$ cat config.mk
export PLATFORM = sky130hd
export DESIGN_NAME = reaction_timer_mp
export DESIGN_NICKNAME = d
export VERILOG_FILES = /design/src/rtl/reaction_pkg.sv /design/src/rtl/seg_scan.sv /design/src/rtl/reaction_timer_mp.sv
export SDC_FILE = /design/constraint.sdc
export NUM_CORES = 1
export LEC_CHECK = 0
export BUFFER_PORTS_ARGS = -buffer_cell sky130_fd_sc_hd__buf_4
export CORE_ASPECT_RATIO = 1.5
export CORE_MARGIN = 10
export CORE_UTILIZATION = 62
export CTS_CLUSTER_SIZE = 16
export DETAILED_ROUTE_END_ITERATION = 8
export PLACE_DENSITY = 0.81
export SYNTH_ARGS = -nofsm -noshare
export SYNTH_HDL_FRONTEND = slang
export SYNTH_SLANG_ARGS = --single-unit
$ cat constraint.sdc
create_clock -name clk_50M -period 6 [get_ports clk_50M]
set_clock_uncertainty 0.05 [all_clocks]
set_input_delay 0.6 -clock clk_50M [delete_from_list [all_inputs] [get_ports clk_50M]]
set_output_delay 0.6 -clock clk_50M [all_outputs]
set_load 0.02 [all_outputs]
$ cat src/rtl/reaction_pkg.sv
// Shared definitions for the multi-player reaction timer: FSM states,
// LFSR constants, seven-segment glyph codes/patterns and small helpers.
package reaction_pkg;

    typedef enum logic [2:0] {
        S_IDLE,
        S_ARM,
        S_GO,
        S_DONE,
        S_FOUL
    } state_t;

    // Right-shifting Fibonacci LFSR for x^16 + x^14 + x^13 + x^11 + 1.
    // Taps 16,14,13,11 appear as bits 0,2,3,5 of the shifting register.
    localparam logic [15:0] LFSR_SEED = 16'hACE1;
    localparam logic [15:0] LFSR_TAPS = 16'b0000_0000_0010_1101;

    // Glyph codes handed to the display scanner: 0-9 are decimal digits.
    typedef logic [3:0] glyph_t;
    localparam glyph_t GLYPH_DASH  = 4'hA;
    localparam glyph_t GLYPH_BLANK = 4'hF;

    // Segment patterns {g,f,e,d,c,b,a}, active-high.
    localparam logic [6:0] SEG_0     = 7'h3F;
    localparam logic [6:0] SEG_1     = 7'h06;
    localparam logic [6:0] SEG_2     = 7'h5B;
    localparam logic [6:0] SEG_3     = 7'h4F;
    localparam logic [6:0] SEG_4     = 7'h66;
    localparam logic [6:0] SEG_5     = 7'h6D;
    localparam logic [6:0] SEG_6     = 7'h7D;
    localparam logic [6:0] SEG_7     = 7'h07;
    localparam logic [6:0] SEG_8     = 7'h7F;
    localparam logic [6:0] SEG_9     = 7'h6F;
    localparam logic [6:0] SEG_DASH  = 7'h40;
    localparam logic [6:0] SEG_BLANK = 7'h00;

    function automatic logic [15:0] lfsr_next(input logic [15:0] cur);
        return {^(cur & LFSR_TAPS), cur[15:1]};
    endfunction

    function automatic logic [6:0] glyph_to_seg(input glyph_t g);
        case (g)
            4'd0:       return SEG_0;
            4'd1:       return SEG_1;
            4'd2:       return SEG_2;
            4'd3:       return SEG_3;
            4'd4:       return SEG_4;
            4'd5:       return SEG_5;
            4'd6:       return SEG_6;
            4'd7:       return SEG_7;
            4'd8:       return SEG_8;
            4'd9:       return SEG_9;
            GLYPH_DASH: return SEG_DASH;
            default:    return SEG_BLANK;
        endcase
    endfunction

    // Four-digit BCD increment with ripple carry; 9999 wraps to 0000.
    function automatic logic [15:0] bcd_inc(input logic [15:0] cur);
        logic [15:0] res;
        logic        carry;
        res   = cur;
        carry = 1'b1;
        for (int i = 0; i < 4; i++) begin
            if (carry) begin
                if (res[i*4 +: 4] == 4'd9) begin
                    res[i*4 +: 4] = 4'd0;
                end else begin
                    res[i*4 +: 4] = res[i*4 +: 4] + 4'd1;
                    carry         = 1'b0;
                end
            end
        end
        return res;
    endfunction

    // Binary to four BCD digits, used for elaboration-time constants.
    function automatic logic [15:0] to_bcd4(input int unsigned value);
        return {4'(value / 1000 % 10), 4'(value / 100 % 10),
                4'(value / 10 % 10),   4'(value % 10)};
    endfunction

    // Index of the lowest set bit; 0 when none is set.
    function automatic logic [2:0] lowest_set(input logic [7:0] vec);
        logic [2:0] idx;
        idx = 3'd0;
        for (int i = 7; i >= 0; i--) begin
            if (vec[i]) idx = 3'(i);
        end
        return idx;
    endfunction

endpackage

$ cat src/rtl/seg_scan.sv
// Eight-digit multiplexed seven-segment driver. Steps through digits 0..7,
// one digit per SCAN_HZ tick, with active-low one-hot digit select and
// registered segment outputs that always match the selected digit.
module seg_scan
    import reaction_pkg::*;
#(
    parameter int CLK_HZ  = 50_000_000,
    parameter int SCAN_HZ = 1000
) (
    input  logic            clk,
    input  logic            rst,
    input  logic [7:0][3:0] glyphs,
    output logic [7:0]      dig,
    output logic [6:0]      codeout
);

    localparam int DIV = (CLK_HZ / SCAN_HZ > 0) ? CLK_HZ / SCAN_HZ : 1;
    localparam int PW  = (DIV > 1) ? $clog2(DIV) : 1;

    logic [PW-1:0] pre_cnt;
    logic          scan_tick;
    logic [2:0]    idx;
    logic [2:0]    idx_next;

    assign scan_tick = (pre_cnt == PW'(DIV - 1));
    assign idx_next  = scan_tick ? idx + 3'd1 : idx;

    // Scan prescaler: free-running divide by CLK_HZ/SCAN_HZ.
    // NOTE: every clocked block uses non-blocking assignments so all
    // registers update together from the values sampled at the edge.
    always_ff @(posedge clk or posedge rst) begin
        if (rst) begin
            pre_cnt <= '0;
        end else if (scan_tick) begin
            pre_cnt <= '0;
        end else begin
            pre_cnt <= pre_cnt + 1'b1;
        end
    end

    // Digit pointer and registered select/segment outputs.
    always_ff @(posedge clk or posedge rst) begin
        if (rst) begin
            idx     <= 3'd0;
            dig     <= 8'hFE;
            codeout <= SEG_BLANK;
        end else begin
            idx     <= idx_next;
            dig     <= ~(8'h01 << idx_next);
            codeout <= glyph_to_seg(glyphs[idx_next]);
        end
    end

endmodule

$ cat src/rtl/reaction_timer_mp.sv
// Multi-player reaction-time tester. After a start edge it waits a
// pseudo-random delay, lights LED and times the first stop press in ms,
// flagging false starts and ending the round at TIMEOUT_MS.
// Optional feature macro: BEST_TIME_EN adds best_bcd/best_player, a
// best-time record that persists across rounds until clear.
module reaction_timer_mp
    import reaction_pkg::*;
#(
    parameter int CLK_HZ       = 50_000_000,
    parameter int N_PLAYERS    = 4,
    parameter int MIN_DELAY_MS = 2000,
    parameter int MAX_DELAY_MS = 6000,
    parameter int TIMEOUT_MS   = 9999,
    parameter int SCAN_HZ      = 1000
) (
    input  logic                 clk_50M,
    input  logic                 clear,
    input  logic                 start,
    input  logic [N_PLAYERS-1:0] stop,
    output logic                 LED,
    output logic [2:0]           winner,
    output logic                 winner_valid,
    output logic [N_PLAYERS-1:0] false_start,
    output logic [15:0]          react_bcd,
`ifdef BEST_TIME_EN
    output logic [15:0]          best_bcd,
    output logic [2:0]           best_player,
`endif
    output logic [7:0]           DIG,
    output logic [6:0]           codeout
);

    localparam int          MS_DIV      = (CLK_HZ / 1000 > 0) ? CLK_HZ / 1000 : 1;
    localparam int          MS_W        = (MS_DIV > 1) ? $clog2(MS_DIV) : 1;
    localparam int          RANGE_MS    = MAX_DELAY_MS - MIN_DELAY_MS;
    localparam logic [15:0] TIMEOUT_BCD = to_bcd4(TIMEOUT_MS);

    state_t                 state;
    logic [N_PLAYERS-1:0]   stop_meta;
    logic [N_PLAYERS-1:0]   stop_sync;
    logic                   start_meta;
    logic                   start_sync;
    logic                   start_prev;
    logic                   start_edge;
    logic [MS_W-1:0]        ms_cnt;
    logic                   ms_tick;
    logic [15:0]            lfsr;
    logic [15:0]            delay_next;
    logic [15:0]            delay_ms;
    logic [15:0]            wait_cnt;
    logic [2:0]             stop_first;
    logic [2:0]             foul_first;
    logic [7:0][3:0]        glyphs;

    assign start_edge = start_sync & ~start_prev;
    assign ms_tick    = (ms_cnt == MS_W'(MS_DIV - 1));
    assign delay_next = 16'(MIN_DELAY_MS) + 16'((32'(lfsr) * 32'(RANGE_MS)) >> 16);
    assign stop_first = lowest_set(8'(stop_sync));
    assign foul_first = lowest_set(8'(false_start));

    // Two-flop synchronisers for stop and start, plus start edge history.
    always_ff @(posedge clk_50M or posedge clear) begin
        if (clear) begin
            stop_meta  <= '0;
            stop_sync  <= '0;
            start_meta <= 1'b0;
            start_sync <= 1'b0;
            start_prev <= 1'b0;
        end else begin
            stop_meta  <= stop;
            stop_sync  <= stop_meta;
            start_meta <= start;
            start_sync <= start_meta;
            start_prev <= start_sync;
        end
    end

    // Free-running millisecond prescaler; never cleared by the FSM.
    always_ff @(posedge clk_50M or posedge clear) begin
        if (clear) begin
            ms_cnt <= '0;
        end else if (ms_tick) begin
            ms_cnt <= '0;
        end else begin
            ms_cnt <= ms_cnt + 1'b1;
        end
    end

    // Random source: LFSR advances every clock.
    always_ff @(posedge clk_50M or posedge clear) begin
        if (clear) begin
            lfsr <= LFSR_SEED;
        end else begin
            lfsr <= lfsr_next(lfsr);
        end
    end

    // Round FSM with registered results and LED.
    always_ff @(posedge clk_50M or posedge clear) begin
        if (clear) begin
            state        <= S_IDLE;
            LED          <= 1'b0;
            winner       <= 3'd0;
            winner_valid <= 1'b0;
            false_start  <= '0;
            react_bcd    <= 16'h0000;
            delay_ms     <= 16'd0;
            wait_cnt     <= 16'd0;
`ifdef BEST_TIME_EN
            best_bcd     <= 16'h9999;
            best_player  <= 3'd0;
`endif
        end else begin
            case (state)
                S_IDLE, S_DONE, S_FOUL: begin
                    if (start_edge) begin
                        state        <= S_ARM;
                        delay_ms     <= delay_next;
                        wait_cnt     <= 16'd0;
                        false_start  <= '0;
                        winner_valid <= 1'b0;
                        react_bcd    <= 16'h0000;
                    end
                end
                S_ARM: begin
                    if (|stop_sync) begin
                        false_start <= stop_sync;
                        state       <= S_FOUL;
                    end else if (wait_cnt == delay_ms) begin
                        LED   <= 1'b1;
                        state <= S_GO;
                    end else if (ms_tick) begin
                        wait_cnt <= wait_cnt + 16'd1;
                    end
                end
                S_GO: begin
                    // A press beats a timeout landing in the same cycle.
                    if (|stop_sync) begin
                        winner       <= stop_first;
                        winner_valid <= 1'b1;
                        LED          <= 1'b0;
                        state        <= S_DONE;
`ifdef BEST_TIME_EN
                        if (react_bcd < best_bcd) begin
                            best_bcd    <= react_bcd;
                            best_player <= stop_first;
                        end
`endif
                    end else if (react_bcd == TIMEOUT_BCD) begin
                        LED   <= 1'b0;
                        state <= S_DONE;
                    end else if (ms_tick) begin
                        react_bcd <= bcd_inc(react_bcd);
                    end
                end
                default: state <= S_IDLE;
            endcase
        end
    end

    // Display content: reaction digits (or dashes on a foul) and player number.
    // NOTE: combinational blocks assign a full default first so no path
    // leaves a signal unassigned and no latch is inferred.
    always_comb begin
        glyphs = {8{GLYPH_BLANK}};
        if (state == S_FOUL) begin
            glyphs[0] = GLYPH_DASH;
            glyphs[1] = GLYPH_DASH;
            glyphs[2] = GLYPH_DASH;
            glyphs[3] = GLYPH_DASH;
            glyphs[7] = {1'b0, foul_first} + 4'd1;
        end else begin
            glyphs[0] = react_bcd[3:0];
            glyphs[1] = react_bcd[7:4];
            glyphs[2] = react_bcd[11:8];
            glyphs[3] = react_bcd[15:12];
            if (state == S_DONE && winner_valid) begin
                glyphs[7] = {1'b0, winner} + 4'd1;
            end
        end
    end

    seg_scan #(
        .CLK_HZ (CLK_HZ),
        .SCAN_HZ(SCAN_HZ)
    ) u_seg_scan (
        .clk    (clk_50M),
        .rst    (clear),
        .glyphs (glyphs),
        .dig    (DIG),
        .codeout(codeout)
    );

endmodule

# Word level (Yosys, flattened, before mapping)
# Memories as Yosys holds them, arrays and structs flattened. A register that Yosys moved wholly into a read port is not among the register bits.
# Index checks and enable logic that the tools add are counted.
dict set report totals {
  register_bits 130
  latchBits 0
  ram_bits 0
  mem_bits_ro 112
  output_inout_bits 40
  elab_cells 151
  memories 1
}
dict set report classes {
  n_addsub 11
  multipliers 1
  n_div 0
  n_lt_le_gt_ge 1
  eq_ne 27
  n_shift 1
  n_mux 66
  n_bitwise 3
  reduce_logical 19
}
# name words width read_ports rd_clocked_by_memory_dff wr line
set memory_table {}
lappend memory_table {{(name not given)} 16 7 1 1 0 reaction_pkg.sv:42} ;# case (g)
# operator count
set op_table {}
lappend op_table {{16-bit two-way mux} 10}
lappend op_table {{16-bit case mux with 2 select lines} 2}
lappend op_table {{16-bit by 1-bit adder with 16-bit output, second input constant} 3}
lappend op_table {{16-bit == test, second input constant} 3}
lappend op_table {{4-bit two-way mux} 12}
lappend op_table {{3-bit two-way mux} 10}
lappend op_table {{2-bit inequality test, second input constant} 13}
lappend op_table {{16-bit by 7-bit multiplier with 23-bit output, second input constant} 1}
lappend op_table {{1-bit two-way mux} 23}
lappend op_table {{6-bit AND reduction} 3}
lappend op_table {{4-bit by 1-bit adder with 4-bit output, second input constant} 4}
lappend op_table {{16-bit == test} 1}
lappend op_table {{4-bit == test, second input constant} 4}
lappend op_table {{16-bit XOR reduction} 1}
lappend op_table {{11-bit by 12-bit adder with 13-bit output, first input constant} 1}
lappend op_table {{4-bit binary-select mux with 3-bit select} 1}
lappend op_table {{5-bit AND reduction} 2}
lappend op_table {{3-bit case mux with 3 select lines} 1}
lappend op_table {{3-bit AND reduction} 3}
lappend op_table {{3-bit by 1-bit adder with 4-bit output, second input constant} 2}
lappend op_table {{2-bit two-way mux} 4}
lappend op_table {{8-bit inverter} 1}
lappend op_table {{4-bit case mux with 2 select lines} 1}
lappend op_table {{1-bit by 3-bit left shift with 8-bit output, first input constant} 1}
lappend op_table {{other kinds (16)} 22}

# Logic depth before layout (Yosys ltp)
dict set report logic_depth {
  depth_word 21
  ltp_mapped 19
  depth_no_buf 18
}

# Hierarchy
# A second synthesis with hierarchy kept.
dict set report unflattened {
  hier_cells 962
  area_unflattened_um2 9511.6
}
# module n_inst cells_per_inst area_per_inst_um2 seq_area_each_um2
set modules_own_cells {}
lappend modules_own_cells {reaction_timer_mp 1 756 7342.0 2487.4}
lappend modules_own_cells {seg_scan 1 206 2169.6 859.6}

# Worst setup path after synthesis
# No wires, ideal clock.
dict set report synth_timing {
  path_kind {register to register}
  start {reg lfsr[2]}
  end {reg delay_ms[10]}
  setup_time_ns 0.124
  arrival_ns 4.796
  t_required_ns 5.826
  slack_ns 1.030
  stages_incl_launch_ff 17
  n_path_buf 0
  period_less_slack_ns 4.970
  path_cell_list {dfrtp_1 -> inv_1 -> fa_1 -> fa_1 -> fa_1 -> fa_1 -> inv_1 -> ha_1 -> and2_1 -> a22o_2 -> o311a_1 -> a311oi_2 -> xnor2_1 -> ha_1 -> nor3_2 -> a21oi_1 -> o31a_1}
}
dict set report synth_via {
  elab_chain_len 2
}
# element line
set synth_rtl {}
lappend synth_rtl {{from (decl)} reaction_timer_mp.sv:47} ;# logic [15:0] lfsr;
lappend synth_rtl {{from (signal assigned)} reaction_timer_mp.sv:94} ;# lfsr <= lfsr_next(lfsr);
lappend synth_rtl {{16-bit by 7-bit multiplier with 23-bit output} reaction_timer_mp.sv:57} ;# assign delay_next = 16'(MIN_DELAY_MS) + 16'((32'(lfsr) * 32'(RANGE_MS)) >> 16);
lappend synth_rtl {{11-bit by 12-bit adder with 13-bit output} reaction_timer_mp.sv:57}
lappend synth_rtl {{to (signal assigned)} reaction_timer_mp.sv:118} ;# delay_ms <= delay_next;
lappend synth_rtl {{to (decl)} reaction_timer_mp.sv:49} ;# logic [15:0] delay_ms;
# No other way between the ends.
# A chain may end at the register's enable or synchronous reset.

# Worst setup path after layout
dict set report layout_timing {
  start {reg lfsr[10]}
  end {reg delay_ms[10]}
}
# The elaborated chain is that of the path after synthesis.

==> impl_metrics.py <==
metrics = {
    "outcome": {
        "status": "finished clean",
    },
    "finish": {
        "drive_gt1_share_pct": 12.6,
        "final_cell_mix": "118 x dfrtp_1, 96 x inv_1, 74 x nand2_1",
        "final_common_cell": "dfrtp_1",
        "nNetsFinal": 1062,
        "fin_cells": 1134,
        "nFillCells": 1045,
        "final_util_pct": 71.3,
        "antenna_cells": 0,
        "area_growth_pct": 12.2,
    },
    "sta": {
        "rsz0062_at_grt": "false",
        "max_freq_mhz": 186,
        "period_minus_slack_ns": 5.36,
        "slew-limit-headroom_pct": 43.8,
        "tns_ns": 0,
        "drv_slew": 0,
        "fin_crit_sh_pct": 89.4,
        "finalSetupViolations": 0,
        "hold_violations": 0,
        "tightest_slew_ns": 0.835,
    },
    "worst_setup_path": {
        "critPathKind": "reg2reg",
        "critPathRequiredTime_ns": 6.25,
        "endpoint_kind": "register",
        "worstPathArrival_ns": 5.61,
        "crit_fanout": 7,
        "start_kind": "register",
    },
    "pwr": {
        "swShare_pct": 29.4,
        "p_clk_share_pct": 41.5,
        "switchingPower_uw": 729,
        "power_leakage_uw": 0.00474,
        "p_seq_share_pct": 41.1,
        "p_comb_share_pct": 17.5,
        "p_int_uw": 1750,
        "ir_drop_v": 0.000158,
        "p_per_area_nw_per_um2": 247,
    },
    "route": {
        "drt-wirelength-per-cell_um": 16.5,
        "drt-pass1-iter-count": 5,
        "routed_wl_um": 18700,
        "vias": 6498,
        "antenna_left": 0,
        "drc": 0,
        "via_per_inst": 5.73,
        "drt_iter0_drc": 331,
    },
    "clock_network": {
        "cts-htree-levels": 4,
        "clkTransAtPathRegs_ns": 0.07,
        "clock_latency_ns": 0.43,
        "cts-hold-fix-buffers": 0,
        "clk_path_buf_depth": 2,
        "cts_root_buf": "clkbuf_16",
        "cts_sinks": 133,
        "tritoncts": "yes",
        "cts_made_buffers": 17,
        "post_cts_buffers": 0,
        "cts-resized-gates": 0,
    },
    "yosys": {
        "synth_mux_area_share_pct": 1.33,
        "synth_area_sq_um": 8930,
        "synth_cells": 884,
        "synth_edf_count": 0,
        "synth_compound_area_share_pct": 11.1,
        "ys_async_sr_fraction_pct": 100,
        "yosysSeqAreaShare_pct": 37.5,
        "synth.net_count": 1015,
        "yosysWarnings": 0,
        "synth-seq-cells": 133,
        "synth_adder_area_share_pct": 21.8,
        "synth-simple-area-share_pct": 15.8,
        "ys_types": 73,
        "synth_flop_cell": "dfrtp_1",
        "postSynthAreaPerCell_sq_um": 10.1,
        "synth_xor_area_share_pct": 7.24,
        "synth_top_family_by_area": "adder cells",
    },
    "grt": {
        "antenna_found_initial": 0,
        "grt_pass1_wl_um": 32800,
        "gr-total-overflow": 0,
        "grt_usage_pct": 19.9,
        "grt_max_degree": 80,
        "grt_pass1_vias": 6913,
    },
    "die": {
        "ios": 47,
        "rows": 53,
        "die_y_um": 167,
        "core-area_sq_um": 14100,
        "start_util_pct": 63.5,
        "fp.dieW_um": 118,
        "dieArea_sq_um": 19700,
    },
    "placement": {
        "dp.cells": 1104,
        "portBuffers": 45,
        "gp_congestion": 0.908,
        "hpwlAfterDp_um": 14000,
    },
    "min_path": {
        "hp-class": "in2async",
    },
    "run": {
        "drv_cap": 0,
    },
}
## state kept, by name, summed over array words and instances (netlist names), 7 cells and up
signal,cells
react_bcd,16
u_seg_scan.codeout,7
wait_cnt,16
u_seg_scan.dig,8
delay_ms,13
lfsr,16
u_seg_scan.pre_cnt,16
ms_cnt,16
## power by group through the flow
stage	Sequential (uW)	Clock (uW)	Combinational, uW
after floorplan	1060	0	286
after global placement	1030	0	424
after detailed placement	1030	0	435
after CTS	1020	1040	437
after global routing	1030	1090	484
final	1020	1030	433
## metal layers
metal | part of all wire, % | up-vias | track usage, %
li1 | - | 3100 | -
met1 | 39 | 3196 | 22.1
met2 | 54 | 149 | 35.5
met3 | 3.9 | 53 | 3.96
met4 | 3.1 | 0 | 9.71
met5 | 0 | - | 0
## cell type report
cell class              instances  area, sq um  area share (%)
inverters                      98          373            3.72
clock inverters                11          128            1.27
well taps                     192          240            2.40
clock buffers                  19          453            4.52
repair buffers                 48          360            3.60
flip-flops and latches        133         3350            33.4
multi-input cells             633         5120            51.1
## kinds of logic (layout without fill, tap and decap cells)
group                    after synthesis  count (layout)
AND/OR/NAND/NOR                      276             276
AO/OA/AOI/OAI                        150             150
flip-flops                           133             133
adder cells (fa/ha/maj)              124             124
buffers and inverters                118             176
XOR/XNOR                              73              73
multiplexers                           9               9
other                                  1               1
## final timing paths
kind / start / to / slack, ns / depth (start not counted)
max: lfsr[10] / delay_ms[10] / 0.64 / 17
max reg2reg: lfsr[10] / delay_ms[10] / 0.64 / 17
min: clear / react_bcd[9] / 0.24 / 2
min in group clk_50M: start / start_meta / 0.24 / 1
max in group asynchronous: clear / delay_ms[2] / 4.49 / 3
min reg2reg: stop_meta[1] / stop_sync[1] / 0.30 / 0
## cells in the mapped netlist, types with 5 or more instances
master / n / area [sq um]
dfrtp_1: 118 / 2950
inv_1: 97 / 364
nand2_1: 74 / 278
ha_1: 71 / 888
nor2_1: 65 / 244
fa_1: 53 / 1060
o21ai_0: 42 / 210
xnor2_1: 40 / 350
a21oi_1: 37 / 185
xor2_1: 32 / 280
nand3_1: 23 / 115
nand4_1: 18 / 113
and2_1: 16 / 100
or3_1: 16 / 100
dfstp_2: 15 / 394
and3_1: 14 / 87.6
clkbuf_1: 12 / 45.0
nor3_1: 10 / 50.1
nand2b_1: 9 / 56.3
o31ai_1: 8 / 60.1
a21o_1: 5 / 37.5
nand3b_1: 5 / 37.5
nor2b_1: 5 / 31.3
o211ai_1: 5 / 37.5
o21ai_1: 5 / 25.0
o22ai_1: 5 / 31.3
## worst max-delay path, stage by stage, from the launching register on
cell,delay [ns]
dfstp_2,0.56
inv_1,0.15
fa_1,0.49
fa_1,0.53
inv_1,0.05
fa_1,0.49
inv_1,0.05
fa_1,0.51
inv_1,0.05
ha_1,0.39
a21o_1,0.23
a21o_1,0.19
a221oi_1,0.31
o21ai_1,0.13
xor2_1,0.50
nor3_2,0.13
and2_1,0.18
o31a_1,0.23
## metrics by stage
step,area [sq um],power (uW),hold WS (ns),worst slack (ns)
finish,10000,2480,0.238,0.638
global route,10000,2600,0.224,0.381
CTS,10000,2500,0.219,0.638
detailed placement,9440,1470,0.286,0.667
global placement,9440,1450,0.284,0.800
floorplan,8930,1340,0.281,1.03
(Power assumes the default switching activity.)
